File: src/rtl/shift_add_mul_ctrl.sv
// rtl/shift_add_mul_ctrl.sv - sequential shift-and-add unsigned multiplier with start/busy/done handshake
// Optional build macro ZERO_SKIP_EN: zero operands bypass the iteration loop.
module shift_add_mul_ctrl #(
    parameter int WIDTH = 6
) (
    input  logic                 clk,
    input  logic                 rst,
    input  logic                 start,
    input  logic [WIDTH-1:0]     a,
    input  logic [WIDTH-1:0]     b,
    output logic                 busy,
    output logic                 done,
    output logic [2*WIDTH-1:0]   product
);

    localparam int CW = $clog2(WIDTH + 1);

    typedef enum logic [1:0] {
        IDLE = 2'd0,
        CALC = 2'd1,
        DONE = 2'd2,
        SKIP = 2'd3
    } state_t;

    state_t             state_q;
    logic [WIDTH-1:0]   mcand_q;
    logic [WIDTH-1:0]   mq_q;
    logic [WIDTH:0]     hi_q;
    logic [CW-1:0]      cnt_q;
    logic [2*WIDTH-1:0] product_q;
    logic               busy_q;
    logic               done_q;

    logic [WIDTH:0]     sum_d;
    logic [WIDTH:0]     hi_d;
    logic [WIDTH-1:0]   mq_d;

    // hi_q[WIDTH] is always zero after a shift, so adding the full hi_q equals hi[WIDTH-1:0].
    always_comb begin
        sum_d = hi_q + {1'b0, (mq_q[0] ? mcand_q : {WIDTH{1'b0}})};
        hi_d  = {1'b0, sum_d[WIDTH:1]};
        mq_d  = {sum_d[0], mq_q[WIDTH-1:1]};
    end

    always_ff @(posedge clk) begin
        if (rst) begin
            state_q   <= IDLE;
            mcand_q   <= '0;
            mq_q      <= '0;
            hi_q      <= '0;
            cnt_q     <= '0;
            product_q <= '0;
            busy_q    <= 1'b0;
            done_q    <= 1'b0;
        end else begin
            case (state_q)
                IDLE: begin
                    done_q <= 1'b0;
                    if (start) begin
                        mcand_q <= a;
                        mq_q    <= b;
                        hi_q    <= '0;
                        cnt_q   <= '0;
`ifdef ZERO_SKIP_EN
                        if (a == '0 || b == '0) begin
                            state_q   <= SKIP;
                            product_q <= '0;
                        end else
`endif
                        begin
                            state_q <= CALC;
                            busy_q  <= 1'b1;
                        end
                    end
                end
                CALC: begin
                    hi_q  <= hi_d;
                    mq_q  <= mq_d;
                    cnt_q <= cnt_q + CW'(1);
                    if (cnt_q == CW'(WIDTH - 1)) begin
                        state_q   <= DONE;
                        busy_q    <= 1'b0;
                        done_q    <= 1'b1;
                        product_q <= {hi_d[WIDTH-1:0], mq_d};
                    end
                end
                DONE: begin
                    state_q <= IDLE;
                    done_q  <= 1'b0;
                end
                SKIP: begin
                    state_q <= DONE;
                    done_q  <= 1'b1;
                end
                default: begin
                    state_q <= IDLE;
                    busy_q  <= 1'b0;
                    done_q  <= 1'b0;
                end
            endcase
        end
    end

    assign busy    = busy_q;
    assign done    = done_q;
    assign product = product_q;

endmodule
File: config.mk
export PLATFORM = sky130hd
export DESIGN_NAME = shift_add_mul_ctrl
export DESIGN_NICKNAME = d
export VERILOG_FILES = /design/src/rtl/shift_add_mul_ctrl.sv
export SDC_FILE = /design/constraint.sdc
export NUM_CORES = 1
export LEC_CHECK = 0
export CORE_UTILIZATION = 47
export CTS_CLUSTER_SIZE = 40
export DETAILED_ROUTE_END_ITERATION = 8
export PLACE_DENSITY = 0.84
export SYNTH_ARGS = -nofsm -noshare
export SYNTH_HDL_FRONTEND = slang
export SYNTH_SLANG_ARGS = --single-unit
File: constraint.sdc
create_clock -name clk -period 2.04 [get_ports clk]
set_clock_uncertainty 0.15 [all_clocks]
set_input_delay 0.306 -clock clk [delete_from_list [all_inputs] [get_ports clk]]
set_output_delay 0.306 -clock clk [all_outputs]
set_load 0.05 [all_outputs]
==> results of run 1 <==
-- layout by cell type (no fill, tap or decap), drive strengths merged, types with 7 or more instances in the layout --
cell type,Yosys,final
dfxtp,37,37
inv,8,8
ha,8,8
clkdlybuf4s50,0,28
clkbuf,5,7
nor2,35,35
nand2,30,30
a21oi,23,23
-- area by class of cell --
class,instances,area [um^2],area share (%)
Clock buffer,7,86.3,3.94
Tap cell,46,57.6,2.62
Multi-Input combinational cell,145,941,42.9
Sequential cell,37,741,33.8
Inverter,8,30.0,1.37
Timing Repair Buffer,34,338,15.4
-- what timing repair did --
item,in CTS,in global routing
setup buffers,0,1
setup endpoints to repair,1,6
pin swaps,1,8
hold buffers,0,0
gates resized for setup,1,10
-- per-stage QoR --
stage	power, W	setup WS, ns
after floorplan	0.000863	0.0322
after global placement	0.000913	0.0664
after detailed placement	0.000917	0.00652
after CTS	0.00142	0.00680
after global routing	0.00147	-0.00921
final	0.00142	0.112
-- cell families (layout without fill, tap and decap cells) --
| family | Yosys count | after routing | synth area share (%) |
|---|---|---|---|
| xor gates and xnor gates | 3 | 3 | 1.52 |
| adders and majority gates | 9 | 9 | 6.94 |
| DFF | 37 | 37 | 42.8 |
| muxes | 1 | 1 | 0.651 |
| and+or+nand+nor | 91 | 91 | 25.6 |
| buffers and inverters | 18 | 49 | 5.64 |
| AOI/OAI and AO/OA | 41 | 41 | 16.8 |
-- worst min-delay path, stage by stage (launching register included) --
cell and delay (ns):
dfxtp_1 0.31, inv_1 0.05, a21oi_1 0.05
-- sequential cells by signal (all words and copies together), names as in the netlist --
signal / count
done: 1
product: 12
mcand_q: 6
state_q: 2
mq_q: 6
busy: 1
cnt_q: 3
hi_q: 6
-- worst max path at each step --
stage | endpoint | start
6_report | hi_q[3] | mcand_q[0]
5_1_grt | hi_q[3] | mcand_q[0]
4_1_cts | product[11] | mcand_q[0]
3_5_place_dp | product[11] | mcand_q[0]
3_3_place_gp | product[11] | mcand_q[0]
2_1_floorplan | product[11] | mq_q[0]
-- metal layers --
metal	vias to the layer above	share of wire, %	wire length (um)	GRT usage, %
met5	-	0	0	0
met4	0	1.3	48	7.85
met3	5	3.9	139	6.02
met2	37	50	1800	33.8
met1	698	45	1600	23.3
li1	727	-	-	-
-- power by group through the flow --
stage                     combinational, W  sequential [W]  clock, W
after floorplan                  0.0000810        0.000782         0
after global placement            0.000134        0.000779         0
after detailed placement          0.000137        0.000779         0
after CTS                         0.000138        0.000763  0.000515
after global routing              0.000158        0.000766  0.000547
final                             0.000141        0.000764  0.000516
==> flow_metrics.py, run 1 <==
metrics = {
    "die": {
        "rows": 21,
        "core_area_mm2": 0.00344,
        "top_level_ports": 29,
        "die_w_um": 62.7,
        "initial_core_util_pct": 50.3,
        "die_area_mm2": 0.00393,
        "die_h_um": 62.7,
    },
    "synth": {
        "synth_fp_nets": 224,
        "synth_area_leader_cell": "dfxtp_1",
        "synthArstFlopShare_pct": 0,
        "synth-edff-count": 0,
        "synth_top_cells_by_area": "dfxtp_1 43%, nor2_1 7.6%, ha_1 5.8%, nand2_1 4.8%, a21oi_2 4.6%",
        "synth_top_area_share_pct": 42.8,
        "ys_seq_area_share_pct": 42.8,
        "syn-cell-area_mm2": 0.00173,
        "synthMostInstantiatedCell": "dfxtp_1",
        "yosys-top-cells-count": "37 x dfxtp_1, 35 x nor2_1, 22 x nand2_1",
        "synth_cells": 200,
        "ys_warn_count": 0,
        "synthDistinctLibCells": 37,
        "syn_area_per_cell_um2": 8.65,
        "synth_seq_cells": 37,
        "ys.flop_type": "dfxtp_1",
    },
    "global_route": {
        "grt_start_max_net_pins": 40,
        "grt_pass1_vias": 1386,
        "groute.usage.overall_pct": 19.9,
        "grt_pass1_wl_um": 6100,
        "antenna_found_initial": 0,
        "gr-total-overflow": 0,
    },
    "worst_setup_path": {
        "critical_path.cell_chain": "and2_1 > ha_2 > inv_1 > fa_2 > nor2b_1 > o21ai_2 > a21oi_2 > nand2b_1 > o21ai_0",
        "r2r_slack_ns": 0.11,
        "cp-end-kind": "register",
        "reg2reg_from": "mcand_q[0]",
        "reg2reg_to": "hi_q[3]",
        "crit_path_top_delay_cell": "fa_2",
        "critPathLaunchType": "register",
        "critPathBufInv": 1,
        "critPathKind": "reg2reg",
        "cp.arrival_ns": 1.96,
        "ff2ff_path_depth": 9,
        "path_depth": 9,
        "path_delay_family": "adder cells",
        "slowest_delay_ns": 0.36,
        "worstPathRequired_ns": 2.07,
        "worstPathMaxFanout": 2,
    },
    "sta": {
        "setup_viol": 0,
        "finalHoldViolCount": 0,
        "period_share_pct": 94.5,
        "hold_slack_ns": 0.297,
        "fin_setup_tns_ns": 0,
        "fmax_mhz": 519,
        "slew_headroom_pct": 66.7,
        "rsz0062_at_grt": "yes",
        "tightest_slew_ns": 0.498,
        "maxSlewViolCount": 0,
        "min_period_ns": 1.93,
    },
    "detailed_routing": {
        "vias": 1467,
        "drtAntennaViolNets": 0,
        "drt_iter0_drc": 45,
        "routed_wl_um": 3590,
        "routedWlPerCell_um": 12.9,
        "drcViolationCount": 0,
        "dr.pass1.iters": 4,
        "viasPerCell": 5.30,
    },
    "layout": {
        "diodes": 0,
        "nets": 255,
        "area_growth_pct": 26.8,
        "final_core_util_pct": 63.7,
        "fin_area_mm2": 0.00219,
        "fillCellCount": 288,
        "drive_gt1_share_pct": 19.5,
        "finalNonFillerCells": 277,
    },
    "power_and_ir_drop": {
        "p_comb_share_pct": 9.9,
        "switching_share_pct": 24.1,
        "p_leak_nw": 0.799,
        "seqPwrFrac_pct": 53.8,
        "p_int_w": 0.00108,
        "clockPowerShare_pct": 36.3,
        "power_density_mw_per_mm2": 648,
        "ir_drop_v": 0.000369,
        "power.switching_w": 0.000342,
    },
    "hold_path": {
        "min_from": "done",
        "hp-class": "reg2reg",
        "whs_path_depth": 2,
        "hold_end": "done",
    },
    "placement": {
        "place.gp.congestion": 0.899,
        "detailed_place.area_mm2": 0.00205,
        "dp.final_hpwl_um": 2450,
        "dp.cells": 269,
        "numPortBuffers": 28,
    },
    "clocking": {
        "cts_root_buf": "clkbuf_8",
        "cts_buffer_depth": 2,
        "clock_sinks": 37,
        "htree_num_levels": 2,
        "numCtsBuffers": 5,
        "path_clk_slew_ns": 0.07,
        "cts_tree": "yes",
        "clkLatencyLatePin_ns": 0.29,
    },
    "status": {
        "run_status": "completed",
    },
    "flow_run": {
        "cap_violations": 0,
    },
}
No activity file was read; power rests on OpenSTA's default activity.
==> inputs of run 2 (changes only) <==
--- a/config.mk
+++ b/config.mk
@@ -5,6 +5,7 @@
 export SDC_FILE = /design/constraint.sdc
 export NUM_CORES = 1
 export LEC_CHECK = 0
+export CAP_MARGIN = 20
 export CORE_UTILIZATION = 47
 export CTS_CLUSTER_SIZE = 40
 export DETAILED_ROUTE_END_ITERATION = 8
==> results of run 2 <==
Final layout, timing and power as in run 1 (identical DEF).
==> inputs of run 3 (changes only) <==
==> constraint.sdc (replaced) <==
create_clock -name clk -period 2.04 [get_ports clk]
set_clock_uncertainty 0.15 [all_clocks]
set_input_delay 0.306 -clock clk [delete_from_list [all_inputs] [get_ports clk]]
set_output_delay 0.306 -clock clk [all_outputs]
set_load 0.1 [all_outputs]
==> run 3 against run 2 <==
Net effect: critical path depth stayed put; sequential share of layout area rose by 0.87 points; worst setup slack got worse by 0.040 ns; fmax fell by 2.0%; critical path type unchanged; largest cell class unchanged.
==> flow_metrics.py, run 3 (same netlist as run 1, synthesis figures left out) <==
metrics = {
    "status": {
        "run_status": "completed",
    },
    "sta": {
        "setup_ws_ns": 0.0723,
        "finalHoldViolCount": 0,
        "setup_viol": 0,
        "fmax_mhz": 508,
        "tightest_slew_ns": 0.411,
        "min_period_ns": 1.97,
        "maxSlewViolCount": 0,
        "period_share_pct": 96.5,
        "fin_setup_tns_ns": 0,
        "slew_headroom_pct": 72.5,
    },
    "placement": {
        "dp.final_hpwl_um": 2540,
        "numPortBuffers": 28,
        "post-place-ws_ns": -0.0245,
        "place.gp.congestion": 0.922,
    },
    "worst_setup_path": {
        "worstPathRequired_ns": 2.10,
        "slowest_delay_ns": 0.37,
        "ff2ff_path_depth": 9,
        "crit_path_top_delay_cell": "fa_2",
        "reg2reg_from": "mcand_q[0]",
        "critPathLaunchType": "register",
        "critical_path.cell_chain": "and2_1 > ha_1 > inv_1 > fa_2 > nor2b_2 > o21ai_2 > a21oi_2 > o21ai_2 > a311oi_2",
        "reg2reg_to": "product[11]",
        "cp.arrival_ns": 2.03,
        "crit_top_cell": "o21ai_2",
        "cp-end-kind": "register",
        "critPathKind": "reg2reg",
        "r2r_slack_ns": 0.07,
        "worstPathMaxFanout": 2,
    },
    "power_and_ir_drop": {
        "power_density_mw_per_mm2": 667,
        "ir_drop_v": 0.000427,
        "finalPower_w": 0.00143,
        "p_leak_nw": 0.830,
    },
    "layout": {
        "nets": 254,
        "final_cell_mix": "37 x dfxtp_1, 35 x nor2_1, 21 x nand2_1",
        "drive_gt1_share_pct": 24.8,
        "final_common_cell": "dfxtp_1",
        "diodes": 0,
        "largest_reg_flops": 12,
        "area_growth_pct": 23.6,
    },
    "global_route": {
        "grt_pass1_vias": 1301,
        "groute.usage.overall_pct": 19.8,
        "gr-total-overflow": 0,
        "grt_start_max_net_pins": 40,
        "grt_pass1_wl_um": 5900,
        "antenna_found_initial": 0,
    },
    "hold_path": {
        "min_from": "mcand_q[5]",
        "hold_end": "mcand_q[5]",
        "hp-class": "reg2reg",
        "whs_path_depth": 2,
    },
    "clocking": {
        "clock_sinks": 37,
        "cts_setup_buffers": 0,
        "cts_buffer_depth": 2,
        "numCtsBuffers": 5,
        "clkLatencyLatePin_ns": 0.30,
        "cts-hold-fix-buffers": 0,
        "cts_tree": "yes",
        "htree_num_levels": 2,
        "cts_root_buf": "clkbuf_8",
        "path_clk_slew_ns": 0.07,
    },
    "die": {
        "die_h_um": 62.7,
        "die_area_mm2": 0.00393,
        "top_level_ports": 29,
        "core_area_mm2": 0.00344,
        "rows": 21,
        "die_w_um": 62.7,
        "initial_core_util_pct": 50.3,
    },
    "detailed_routing": {
        "drt_iter0_drc": 57,
        "viasPerCell": 5.13,
        "routedWlPerCell_um": 12.9,
        "vias": 1417,
        "routed_wl_um": 3560,
        "dr.pass1.iters": 5,
        "drcViolationCount": 0,
        "drtAntennaViolNets": 0,
    },
    "flow_run": {
        "cap_violations": 0,
    },
}
==> run 3: timing repair <==
action | CTS | global route
pin swaps | 0 | 4
resized for setup | 2 | 7
hold endpoints to repair | 0 | 0
endpoints found under the setup margin | 1 | 6
==> run 3: critical path, delay by kind of cell (launching register included) <==
kind / cells / cell delay (ns)
AO/OA/AOI/OAI: 4 / 0.56
buffers and inverters: 1 / 0.06
adder cells (fa/ha/maj): 2 / 0.53
AND/OR/NAND/NOR: 2 / 0.26
flip-flops: 1 / 0.32
==> run 3: cell type report <==
| cell class | count | area, um^2 |
|---|---|---|
| Fill cell | 305 | 1300 |
| Multi-Input combinational cell | 145 | 928 |
| Tap cell | 46 | 57.6 |
| Clock buffer | 7 | 86.3 |
| Sequential cell | 37 | 741 |
| Inverter | 8 | 30.0 |
| Timing Repair Buffer | 33 | 295 |
==> run 3: worst max-delay path by stage <==
stage	cells past startpoint	to	slack, ns	start
floorplan	9	product[11]	0.03	mq_q[0]
global placement	9	product[11]	0.06	mcand_q[0]
detailed placement	9	product[11]	-0.02	mcand_q[0]
CTS	9	product[10]	0.03	mq_q[0]
global route	9	hi_q[4]	-0.03	mq_q[0]
finish	9	product[11]	0.07	mcand_q[0]
==> run 3: metrics by stage <==
stage | hold WS, ns | instance area [um^2] | instances | utilization (%)
3_3_place_gp | 0.284 | 2020 | 269 | 58.6
5_1_grt | 0.316 | 2140 | 276 | 62.1
2_1_floorplan | 0.282 | 1730 | 200 | -
6_report | 0.299 | 2140 | 276 | 62.1
3_5_place_dp | 0.290 | 2020 | 269 | 58.6
4_1_cts | 0.301 | 2100 | 276 | 61.1
==> run 3: routing by layer <==
layer / vias up / GRT usage, % / routed length (um)
met1: 641 / 23.3 / 1580
li1: 728 / - / -
met4: 0 / 11.0 / 83
met3: 8 / 7.30 / 196
met5: - / 0 / 0
met2: 40 / 30.8 / 1700
==> run 3: power breakdown <==
group / total, W / leakage (nW) / switching (W) / internal [W]
sequential: 0.000764 / 0.301 / 0.0000181 / 0.000746
clock: 0.000518 / 0.0443 / 0.000251 / 0.000268
combinational: 0.000144 / 0.484 / 0.0000801 / 0.0000644
